`config.mk`:
```
export PLATFORM = sky130hd
export DESIGN_NAME = proc_trace_buf
export DESIGN_NICKNAME = d
export VERILOG_FILES = /design/src/rtl/proc_trace_pkg.sv /design/src/rtl/proc_trace_fifo.sv /design/src/rtl/proc_trace_buf.sv
export SDC_FILE = /design/constraint.sdc
export NUM_CORES = 1
export LEC_CHECK = 0
export CELL_PAD_IN_SITES_DETAIL_PLACEMENT = 1
export CELL_PAD_IN_SITES_GLOBAL_PLACEMENT = 1
export CORE_MARGIN = 3
export CORE_UTILIZATION = 50
export CTS_CLUSTER_SIZE = 25
export DETAILED_ROUTE_END_ITERATION = 6
export PLACE_DENSITY = 0.84
export SETUP_SLACK_MARGIN = 0.15
export SLEW_MARGIN = 20
export SYNTH_ARGS = -nofsm -noshare
export SYNTH_HDL_FRONTEND = slang
export SYNTH_SLANG_ARGS = --single-unit
```
`constraint.sdc`:
```
create_clock -name clk -period 14.7 [get_ports clk]
set_input_delay 2.94 -clock clk [delete_from_list [all_inputs] [get_ports clk]]
set_output_delay 2.94 -clock clk [all_outputs]
set_load 0.005 [all_outputs]
```
`src/rtl/proc_trace_pkg.sv`:
```
// Shared types for the processor commit-trace buffer: FSM states and the
// packed trace entry stored in the FIFO.
package proc_trace_pkg;

  localparam int TRACE_ENTRY_W = 96;

  typedef enum logic [1:0] {
    ST_IDLE    = 2'd0,
    ST_CAPTURE = 2'd1,
    ST_FROZEN  = 2'd2
  } state_e;

  typedef struct packed {
    logic [31:0] addr;
    logic [31:0] inst;
    logic [31:0] data;
  } trace_entry_t;

endpackage

```
`src/rtl/proc_trace_fifo.sv`:
```
// Power-of-two FIFO holding trace entries; a push into a full FIFO is taken
// only when a pop frees the head slot in the same cycle.
module proc_trace_fifo
  import proc_trace_pkg::*;
#(
  parameter int DEPTH = 8
) (
  input  logic                     clk,
  input  logic                     rst,
  input  logic                     push,
  input  logic                     pop,
  input  logic [TRACE_ENTRY_W-1:0] wdata,
  output logic [TRACE_ENTRY_W-1:0] rdata,
  output logic                     full,
  output logic                     empty,
  output logic [$clog2(DEPTH):0]   count
);

  localparam int AW = $clog2(DEPTH);

  logic [TRACE_ENTRY_W-1:0] mem [DEPTH];
  logic [AW-1:0]            wr_ptr;
  logic [AW-1:0]            rd_ptr;
  logic                     pop_eff;
  logic                     push_eff;

  // Count never exceeds DEPTH, so its MSB alone marks the full condition.
  assign full     = count[AW];
  assign empty    = (count == '0);
  assign pop_eff  = pop && !empty;
  assign push_eff = push && (!full || pop_eff);
  assign rdata    = mem[rd_ptr];

  always_ff @(posedge clk) begin
    if (rst) begin
      wr_ptr <= '0;
      rd_ptr <= '0;
      count  <= '0;
    end else begin
      if (push_eff) wr_ptr <= wr_ptr + 1'b1;
      if (pop_eff)  rd_ptr <= rd_ptr + 1'b1;
      case ({push_eff, pop_eff})
        2'b10:   count <= count + 1'b1;
        2'b01:   count <= count - 1'b1;
        default: count <= count;
      endcase
    end
  end

  // NOTE: storage has no reset; occupancy is tracked by count/pointers, so
  // stale contents are never visible and the array maps to plain RAM.
  always_ff @(posedge clk) begin
    if (push_eff) mem[wr_ptr] <= wdata;
  end

endmodule

```
`src/rtl/proc_trace_buf.sv`:
```
// Commit-trace capture buffer: arms on request, records one entry per valid
// trace cycle, freezes on an optional stop address and drains via handshake.
module proc_trace_buf
  import proc_trace_pkg::*;
#(
  parameter int DEPTH = 8
) (
  input  logic                   clk,
  input  logic                   rst,
  input  logic                   arm,
  input  logic                   stop_en,
  input  logic [31:0]            stop_addr,
  input  logic                   trace_val,
  input  logic [31:0]            trace_addr,
  input  logic [31:0]            trace_inst,
  input  logic [31:0]            trace_data,
  output logic                   deq_val,
  input  logic                   deq_rdy,
  output logic [31:0]            deq_addr,
  output logic [31:0]            deq_inst,
  output logic [31:0]            deq_data,
  output logic [$clog2(DEPTH):0] count,
  output logic [15:0]            drop_count,
  output logic [1:0]             state
);

  state_e       state_q;
  state_e       state_d;
  trace_entry_t wr_entry;
  trace_entry_t head;
  logic         push_req;
  logic         trigger;
  logic         full;
  logic         empty;
  logic         drop;

  assign push_req = (state_q == ST_CAPTURE) && trace_val;
  assign trigger  = push_req && stop_en && (trace_addr == stop_addr);
  assign wr_entry = '{addr: trace_addr, inst: trace_inst, data: trace_data};

  proc_trace_fifo #(.DEPTH(DEPTH)) u_fifo (
    .clk   (clk),
    .rst   (rst),
    .push  (push_req),
    .pop   (deq_rdy),
    .wdata (wr_entry),
    .rdata (head),
    .full  (full),
    .empty (empty),
    .count (count)
  );

  // A full FIFO always has deq_val set, so deq_rdy alone decides whether the
  // head slot is freed for the incoming entry.
  assign drop    = push_req && full && !deq_rdy;
  assign deq_val = !empty;
  assign {deq_addr, deq_inst, deq_data} = deq_val ? head : '0;
  assign state   = state_q;

  // NOTE: every output of a combinational block gets a default first so no
  // path leaves it unassigned and a latch is never inferred.
  always_comb begin
    state_d = state_q;
    case (state_q)
      ST_IDLE:    if (arm)     state_d = ST_CAPTURE;
      ST_CAPTURE: if (trigger) state_d = ST_FROZEN;
      ST_FROZEN:  if (arm)     state_d = ST_CAPTURE;
      default:                 state_d = ST_IDLE;
    endcase
  end

  // NOTE: registers use non-blocking assignments so every flop samples the
  // pre-edge value of its sources regardless of statement order.
  always_ff @(posedge clk) begin
    if (rst) begin
      state_q    <= ST_IDLE;
      drop_count <= '0;
    end else begin
      state_q <= state_d;
      if (drop && drop_count != 16'hFFFF) drop_count <= drop_count + 1'b1;
    end
  end

endmodule

```
**Yosys cells after proc, flatten, opt, wreduce, memory -nomap -nowiden**

Memories as Yosys holds them, arrays and structs flattened. A register that Yosys moved wholly into a read port is not among the register bits.
Index checks and enable logic that the tools add are counted.

- Add/subtract/negate cells: 5
- Multiply operators: 0
- Div/mod/pow operators: 0
- Order comparisons: 0
- Eq/ne operators: 8
- Shift-type cells: 0
- Mux-type cells: 9
- Bitwise logic cells: 0
- Reduce and logical (&&, ||, !) cells: 17

Operator list:

| operator | number |
|---|---|
| 96-bit 2-to-1 mux | 1 |
| 32-bit == test | 1 |
| 16-bit by 1-bit adder with 16-bit output, second input constant | 1 |
| 16-bit inequality test, second input constant | 1 |
| 1-bit logical AND | 8 |
| 4-bit one-hot mux with 2 select lines | 1 |
| 3-bit by 1-bit adder with 3-bit output, second input constant | 2 |
| 3-bit 2-to-1 mux | 2 |
| 4-bit by 1-bit adder with 4-bit output, second input constant | 1 |
| 2-bit by 1-bit == test with 1-bit output, second input constant | 2 |
| 2-bit == test, second input constant | 2 |
| 4-bit zero test | 1 |
| 2-bit 2-to-1 mux | 2 |
| 2-bit one-hot mux with 2 select lines | 1 |
| 4-bit by 1-bit subtractor with 4-bit output, second input constant | 1 |
| 1-bit zero test | 3 |
| 2-bit zero test | 1 |
| 1-bit 2-to-1 mux | 2 |
| 2-bit by 1-bit inequality test with 1-bit output, second input constant | 1 |
| 2-bit inequality test, second input constant | 1 |
| 2-bit AND reduction | 1 |
| 2-bit nonzero test | 1 |
| 2-bit OR reduction | 1 |
| 1-bit logical OR | 1 |

- Flip-flop bits (word level): 28
- Bits in latches: 0
- Bits in writable memories: 768
- Bits in read-only memories: 0
- Input bits: 134
- Output and inout port bits: 119
- Memories kept: 1

Memory list:

| name | depth | width | read ports | clocked after Yosys merged registers in | write ports | RTL line | source |
|---|---|---|---|---|---|---|---|
| u_fifo.mem | 8 | 96 | 1 | 1 | 1 | proc_trace_fifo.sv:21 | `logic [TRACE_ENTRY_W-1:0] mem [DEPTH];` |

**Longest topological paths before layout**

Gate-level depths: netlist of the first run.

- Word-level depth: 7
- Gate-level depth with buffers: 12
- Gate-level depth less buffers: 10

**Modules after synthesis**

Synthesis of the first run repeated with hierarchy kept, for this count alone.

- Cell total of the unflattened synthesis: 1437
- Area, all modules: 31400.1 um2

By module, submodules not included:

| module | instances | cells an instance | area each (um2) | seq. area each (um2) |
|---|---|---|---|---|
| proc_trace_fifo | 1 | 1184 | 29475.8 | 23322.4 |
| proc_trace_buf | 1 | 253 | 1924.3 | 360.3 |

**Worst setup path after synthesis of the first run**

OpenSTA, ideal clock, no wires.

- Path kind: input -> register
- Start: input port deq_rdy
- End: memory u_fifo.mem[0][0], enable pin
- Setup time: 0.669 ns
- Data arrival time: 10.041 ns
- Setup slack: 3.991 ns
- Stages: 3
- Path buffers: 0
- Path through: and2b_1 -> or3_1 -> nor3_1

- Longest elaborated chain between the ends: 5

Ends and longest elaborated chain:

| what | RTL line | source |
|---|---|---|
| start, declared | proc_trace_buf.sv:18 | `input logic deq_rdy,` |
| 1-bit logical AND | proc_trace_fifo.sv:30 | `assign pop_eff = pop && !empty;` |
| 1-bit logical OR | proc_trace_fifo.sv:31 | `assign push_eff = push && (!full \|\| pop_eff);` |
| 1-bit logical AND | proc_trace_fifo.sv:31 |  |
| 1-bit 2-to-1 mux | proc_trace_fifo.sv:53 | `if (push_eff) mem[wr_ptr] <= wdata;` |
| 1-bit 2-to-1 mux (implied by the code) | proc_trace_fifo.sv:53 |  |
| end, declared | proc_trace_fifo.sv:21 |  |

No other way between the ends.

==> results of run 1 <==
-- cell usage after synthesis (2+ instances only) --
| cell type | instances | area (um2) |
|---|---|---|
| a21oi_1 | 6 | 30.0 |
| a22o_1 | 2 | 17.5 |
| and3_1 | 2 | 12.5 |
| and4_1 | 3 | 26.3 |
| buf_1 | 9 | 33.8 |
| buf_2 | 12 | 60.1 |
| buf_4 | 19 | 143 |
| clkbuf_1 | 30 | 113 |
| dfxtp_1 | 31 | 621 |
| edfxtp_1 | 768 | 23100 |
| ha_1 | 6 | 75.1 |
| inv_1 | 4 | 15.0 |
| mux2i_1 | 99 | 991 |
| mux4_2 | 192 | 4320 |
| nand2_1 | 11 | 41.3 |
| nand2b_1 | 4 | 25.0 |
| nand3_1 | 9 | 45.0 |
| nand3b_1 | 3 | 22.5 |
| nand4_1 | 11 | 68.8 |
| nor2_1 | 132 | 495 |
| nor3_1 | 9 | 45.0 |
| nor3b_1 | 2 | 15.0 |
| nor4_1 | 5 | 31.3 |
| nor4_4 | 2 | 42.5 |
| o21ai_0 | 3 | 15.0 |
| or3_1 | 3 | 18.8 |
| xnor2_1 | 38 | 333 |
| xor2_1 | 10 | 87.6 |
-- where the power goes --
part | switching [W] | internal, W
clock | 0.000834 | 0.00121
combinational | 0.000629 | 0.000728
sequential | 0.0000549 | 0.00253
total | 0.00152 | 0.00446
-- per-layer routing --
layer	global-route usage [%]	vias up	part of all wire (%)
li1	-	6484	-
met1	29.6	8215	39
met2	40.1	466	53
met3	4.98	110	5.9
met4	7.46	12	2.4
met5	0	-	0.12
-- layout make-up --
class | count | area, um2
Fill cell | 5095 | 23800
Sequential cell | 799 | 23700
Multi-Input combinational cell | 565 | 6920
Timing Repair Buffer | 278 | 2750
Clock buffer | 103 | 2220
Tap cell | 782 | 978
Clock inverter | 41 | 415
Inverter | 5 | 18.8
Antenna cell | 6 | 15.0
-- path summary, 6_finish.rpt --
path / start / endpoint / slack, ps / depth (start not counted)
max: flip-flop / deq_data[18] / 7800 / 5
min: u_fifo.wr_ptr[0]$_SDFFE_PP0P_ / u_fifo.wr_ptr[0]$_SDFFE_PP0P_ / 510 / 2
max reg2reg: state[0]$_SDFFE_PP0P_ / u_fifo.mem[3][79]$_DFFE_PP_ / 11210 / 6
min reg2reg: u_fifo.wr_ptr[0]$_SDFFE_PP0P_ / u_fifo.wr_ptr[0]$_SDFFE_PP0P_ / 510 / 2
-- logic make-up after synthesis --
group / share of synthesized area [%]
compound gates: 0.352
fa+ha+maj: 0.243
buf+inv: 1.23
mux: 17.2
flops: 76.6
xor+xnor: 1.36
simple gates: 3.03
-- per-stage QoR --
stage	worst slack (ps)	hold slack (ps)
2_1_floorplan	3990	463
3_3_place_gp	8230	492
3_5_place_dp	8100	503
4_1_cts	7690	525
5_1_grt	7470	541
6_report	7800	514
-- state kept, by name, summed over array words and instances (netlist names), named ones only --
signal / count
drop_count: 16
state: 2
u_fifo.count: 4
u_fifo.mem: 768
u_fifo.rd_ptr: 3
u_fifo.wr_ptr: 3
-- critical path, cell delays in order (launching register included) --
cell,delay [ps]
dfxtp_4,1000
buf_4,980
mux4_2,420
mux2i_1,260
nor2_1,100
clkdlybuf4s50_1,520
==> results.md, run 1 <==
- Status: completed
- Post-DP HPWL: 41400 um
- Mapped Area: 0.0309 mm2
- Mean Syn Cell Area: 21.5 um2
- Synth Flop Type: edfxtp_1
- Peak supply drop: 0.274 mV
- FMAX: 145 MHz
- Max-cap violations: 0
- Critical path data arrival time: 3960 ps
- Chip height: 255 um
- CP Launch Type: flip-flop
- Clock transition at path regs: 60 ps
- Slew margin rel.: 25.5%
- Initial cell density of the core: 50.9%
- CTS resizes: 0
- Clock Latency Late Sink: 620 ps
- First-pass GRT wire length: 110000 um
- Setup violators final: 0
- Via/cell ratio: 5.93
- Post-synth net total: 1580
- Placed insts: 2428
- Root Buffer: clkbuf_16
- TritonCTS Buffers: 82
- Critical path endpoint category: primary output
- Final Hold Viols: 0
- GR Overflow Total: 0
- Seq cells post-synth: 799
- Wire length per cell: 28.7 um
- Post-synthesis cell count: 1440
- YS warnings: 0
- Sequential fraction of the synthesis area: 76.6%
- Total placed instance area: 0.0343 mm2
- IO Port Bufs: 252
- Largest net degree at the start of global routing: 121
- Post-DRT Antenna Nets: 0
- Final Skew: 23.7 ps
- Via count: 15300
- Initial drt markers: 1121
- Final WL: 74000 um
- CTS max path bufs: 3
- Nets: 1871
- Setup TNS: 0 ps
- Num rows: 90
- CP required: 11760 ps
- Setup CP Type: flip-flop to primary output
- Worst-path maximum fanout: 74
- Core region area: 0.0608 mm2
- RSZ-0062 raised after global routing: no
- Pwr Total: 0.00598 W
- Commonest non-fill, non-tap cells in the layout: 768 x edfxtp_1, 252 x clkdlybuf4s50_1, 192 x mux4_2
- Postcts setup bufs: 0
- Proportion of layout cells with a drive suffix above 1: 19.8%
- Distinct cells, synth: 43
- Commonest non-fill, non-tap cell in the layout: edfxtp_1
- RePlAce Congestion: 0.777
- Hold Path Class: flip-flop to flip-flop
- Final Util: 60.9%
- Pre-antenna DRT Iters: 5
- # IOs: 253
- Fin area: 0.0370 mm2
- Clk sinks: 799
- Number of global-route vias before repair: 17100
- Total GRT Usage: 23.2%
- Width of the die: 255 um
- Worst-margin pin slew: 1120 ps
- Synth async-reset ratio: 0%
- Number of flops mapped to enable cells by yosys: 768
- Hold Buf Count CTS: 0
- Initial antenna violation count: 10
- DRC: 0
- Fin. max-slew vios: 0
- Post-route minimum period: 6900 ps
- Power Dens Cells: 162 mW/mm2
- Fin cells: 2579
- Tcrit/Tclk final: 46.9%
- Leakage power: 11.3 nW
- Die Area: 0.0649 mm2
- CTS H-tree depth: 3
- CTS tree: done
- Area Growth Syn to Fin: 19.7%
No activity file was read; power rests on OpenSTA's default activity.
==> inputs of run 2 (changes only) <==
- CORE_UTILIZATION: 50 -> 46
- PLACE_DENSITY: 0.84 -> 0.82
- clock period: 14.7 -> 5.87 ns (I/O delays scaled with it)
==> results.md, run 2 (same netlist as run 1, synthesis figures left out) <==
- Status: completed
- Crit-path cells: buf_4, mux4_2, mux2i_1, nor2_1, clkdlybuf4s50_1
- Initial antenna violation count: 8 (-2)
- Crit-path max cell delay: 890 ps (-110 ps)
- Clk sinks: 799 (unchanged)
- Commonest non-fill, non-tap cells in the layout: 768 x edfxtp_1, 252 x clkdlybuf4s50_1, 192 x mux4_2
- CTS max path bufs: 3 (unchanged)
- Critical path data arrival time: 3430 ps (-530 ps)
- Post-DP HPWL: 42600 um (+2.8%)
- Post-route minimum period: 4600 ps
- Peak supply drop: 0.260 mV (-5.2%)
- CTS resizes: 0 (unchanged)
- RSZ-0062 raised after global routing: no
- GR Overflow Total: 0 (unchanged)
- Via count: 15300 (+0.013%)
- DRC: 0 (unchanged)
- Number of global-route vias before repair: 17200 (+0.47%)
- Tcrit/Tclk final: 78.4%
- Registers with the most flip-flops: u_fifo.mem: 768 flops, drop_count: 16 flops, u_fifo.count: 4 flops
- Pwr Total: 0.0152 W (+150%)
- First-pass GRT wire length: 112000 um (+1.5%)
- Worst-path maximum fanout: 39 (-47%)
- CTS H-tree depth: 3 (unchanged)
- Power Dens Cells: 407 mW/mm2 (+150%)
- FMAX: 217 MHz
- Wire length per cell: 27.6 um (-3.7%)
- Critical path endpoint category: primary output
- Nets: 1889 (+0.96%)
- Area Growth Syn to Fin: 21.2%
- Total GRT Usage: 21.3% (-1.9 points)
- Final hold slack: 509 ps (-5.47 ps)
- Pre-antenna DRT Iters: 5 (unchanged)
- Number of flip-flops in the largest register: 768 (unchanged)
- Chip height: 265 um (+4.2%)
- Hold Buf Count CTS: 0 (unchanged)
- RePlAce Congestion: 0.781 (+0.46%)
- Slew margin rel.: 32.1% (+6.6 points)
- Final WL: 74100 um (+0.11%)
- Setup CP Type: flip-flop to primary output
- Core region area: 0.0662 mm2 (+8.9%)
- Commonest non-fill, non-tap cell in the layout: edfxtp_1
- CTS tree: done
- Num rows: 94 (+4.4%)
- Root Buffer: clkbuf_16
- Largest net degree at the start of global routing: 64 (-47%)
- Initial drt markers: 1324 (+18%)
- Fillers: 5676 (+11%)
- Final Skew: 19.8 ps (-3.90 ps)
- Top reg by flops: u_fifo.mem
- TritonCTS Buffers: 83 (+1.2%)
- Post-DRT Antenna Nets: 0 (unchanged)
- CP Launch Type: flip-flop
- Worst path slowest cell: dfxtp_4
- Die Area: 0.0704 mm2 (+8.5%)
- Final Hold Viols: 0 (unchanged)
- Clock transition at path regs: 60 ps (about the same)
- Width of the die: 265 um (+4.2%)
- CP required: 4700 ps (-7060 ps)
- Worst-margin pin slew: 1020 ps (-98.9 ps)
- Initial cell density of the core: 46.7% (-4.2 points)
- Via/cell ratio: 5.70 (-3.8%)
- Hold Path Class: flip-flop to flip-flop
- Clock Latency Late Sink: 600 ps (-20 ps)
- Proportion of layout cells with a drive suffix above 1: 20.5% (+0.71 points)
- Fin. max-slew vios: 0 (unchanged)
- Setup violators final: 0 (unchanged)
- # IOs: 253 (unchanged)
- Max-cap violations: 0 (unchanged)
- Leakage power: 11.4 nW (+1.3%)
- IO Port Bufs: 252 (unchanged)
- Postcts setup bufs: 0 (unchanged)
[run 2: worst max-delay path, delay by kind of cell, from the launching register on]
kind,cells,cell delay (ps)
simple gates,1,130
flops,1,890
mux,2,760
buf+inv,2,1040
[run 2: metrics by stage]
| stage | instance area (um2) | worst slack, ps | std cells | setup TNS (ps) | utilization [%] |
|---|---|---|---|---|---|
| after CTS | 37500 | 1140 | 2676 | 0 | 56.6 |
| after global routing | 37500 | 981 | 2677 | 0 | 56.6 |
| after global placement | 34700 | 1490 | 2526 | 0 | 52.4 |
| after detailed placement | 34700 | 1830 | 2528 | 0 | 52.4 |
| after floorplan | 31000 | -490 | 1440 | -199630 | - |
| final | 37500 | 1270 | 2680 | 0 | 56.6 |
[run 2: final cells by class]
class                      instances  area [um2]  area share (%)
multi-input combinational        565        6940            18.5
timing repair buffer             295        2980            7.96
clock buffer                     100        2180            5.83
clock inverter                    48         571            1.52
inverter                           5        18.8          0.0501
tap                              864        1080            2.88
sequential                       799       23700            63.2
antenna                            4        10.0          0.0267
[run 2: metal layers]
layer / vias to the layer above / global-route usage (%) / part of all wire [%]
met3: 116 / 4.63 / 6.0
met4: 10 / 5.36 / 2.0
met2: 465 / 36.4 / 51
met1: 8174 / 28.2 / 41
li1: 6524 / - / -
met5: - / 0 / 0.088
[run 2: final timing paths]
kind	from	to	slack, ps	cells past startpoint
max reg2reg	u_fifo.count[3]$_SDFFE_PP0P_	u_fifo.count[2]$_SDFFE_PP0P_	2510	11
min	u_fifo.wr_ptr[0]$_SDFFE_PP0P_	u_fifo.wr_ptr[0]$_SDFFE_PP0P_	510	2
max	flip-flop	deq_data[12]	1270	5
min reg2reg	u_fifo.wr_ptr[0]$_SDFFE_PP0P_	u_fifo.wr_ptr[0]$_SDFFE_PP0P_	510	2
[run 2: report_power, final]
group	switching [W]	total [W]	internal, W
Sequential	0.000143	0.00647	0.00633
Combinational	0.00159	0.00345	0.00186
Clock	0.00211	0.00533	0.00322
Total	0.00385	0.0152	0.0114
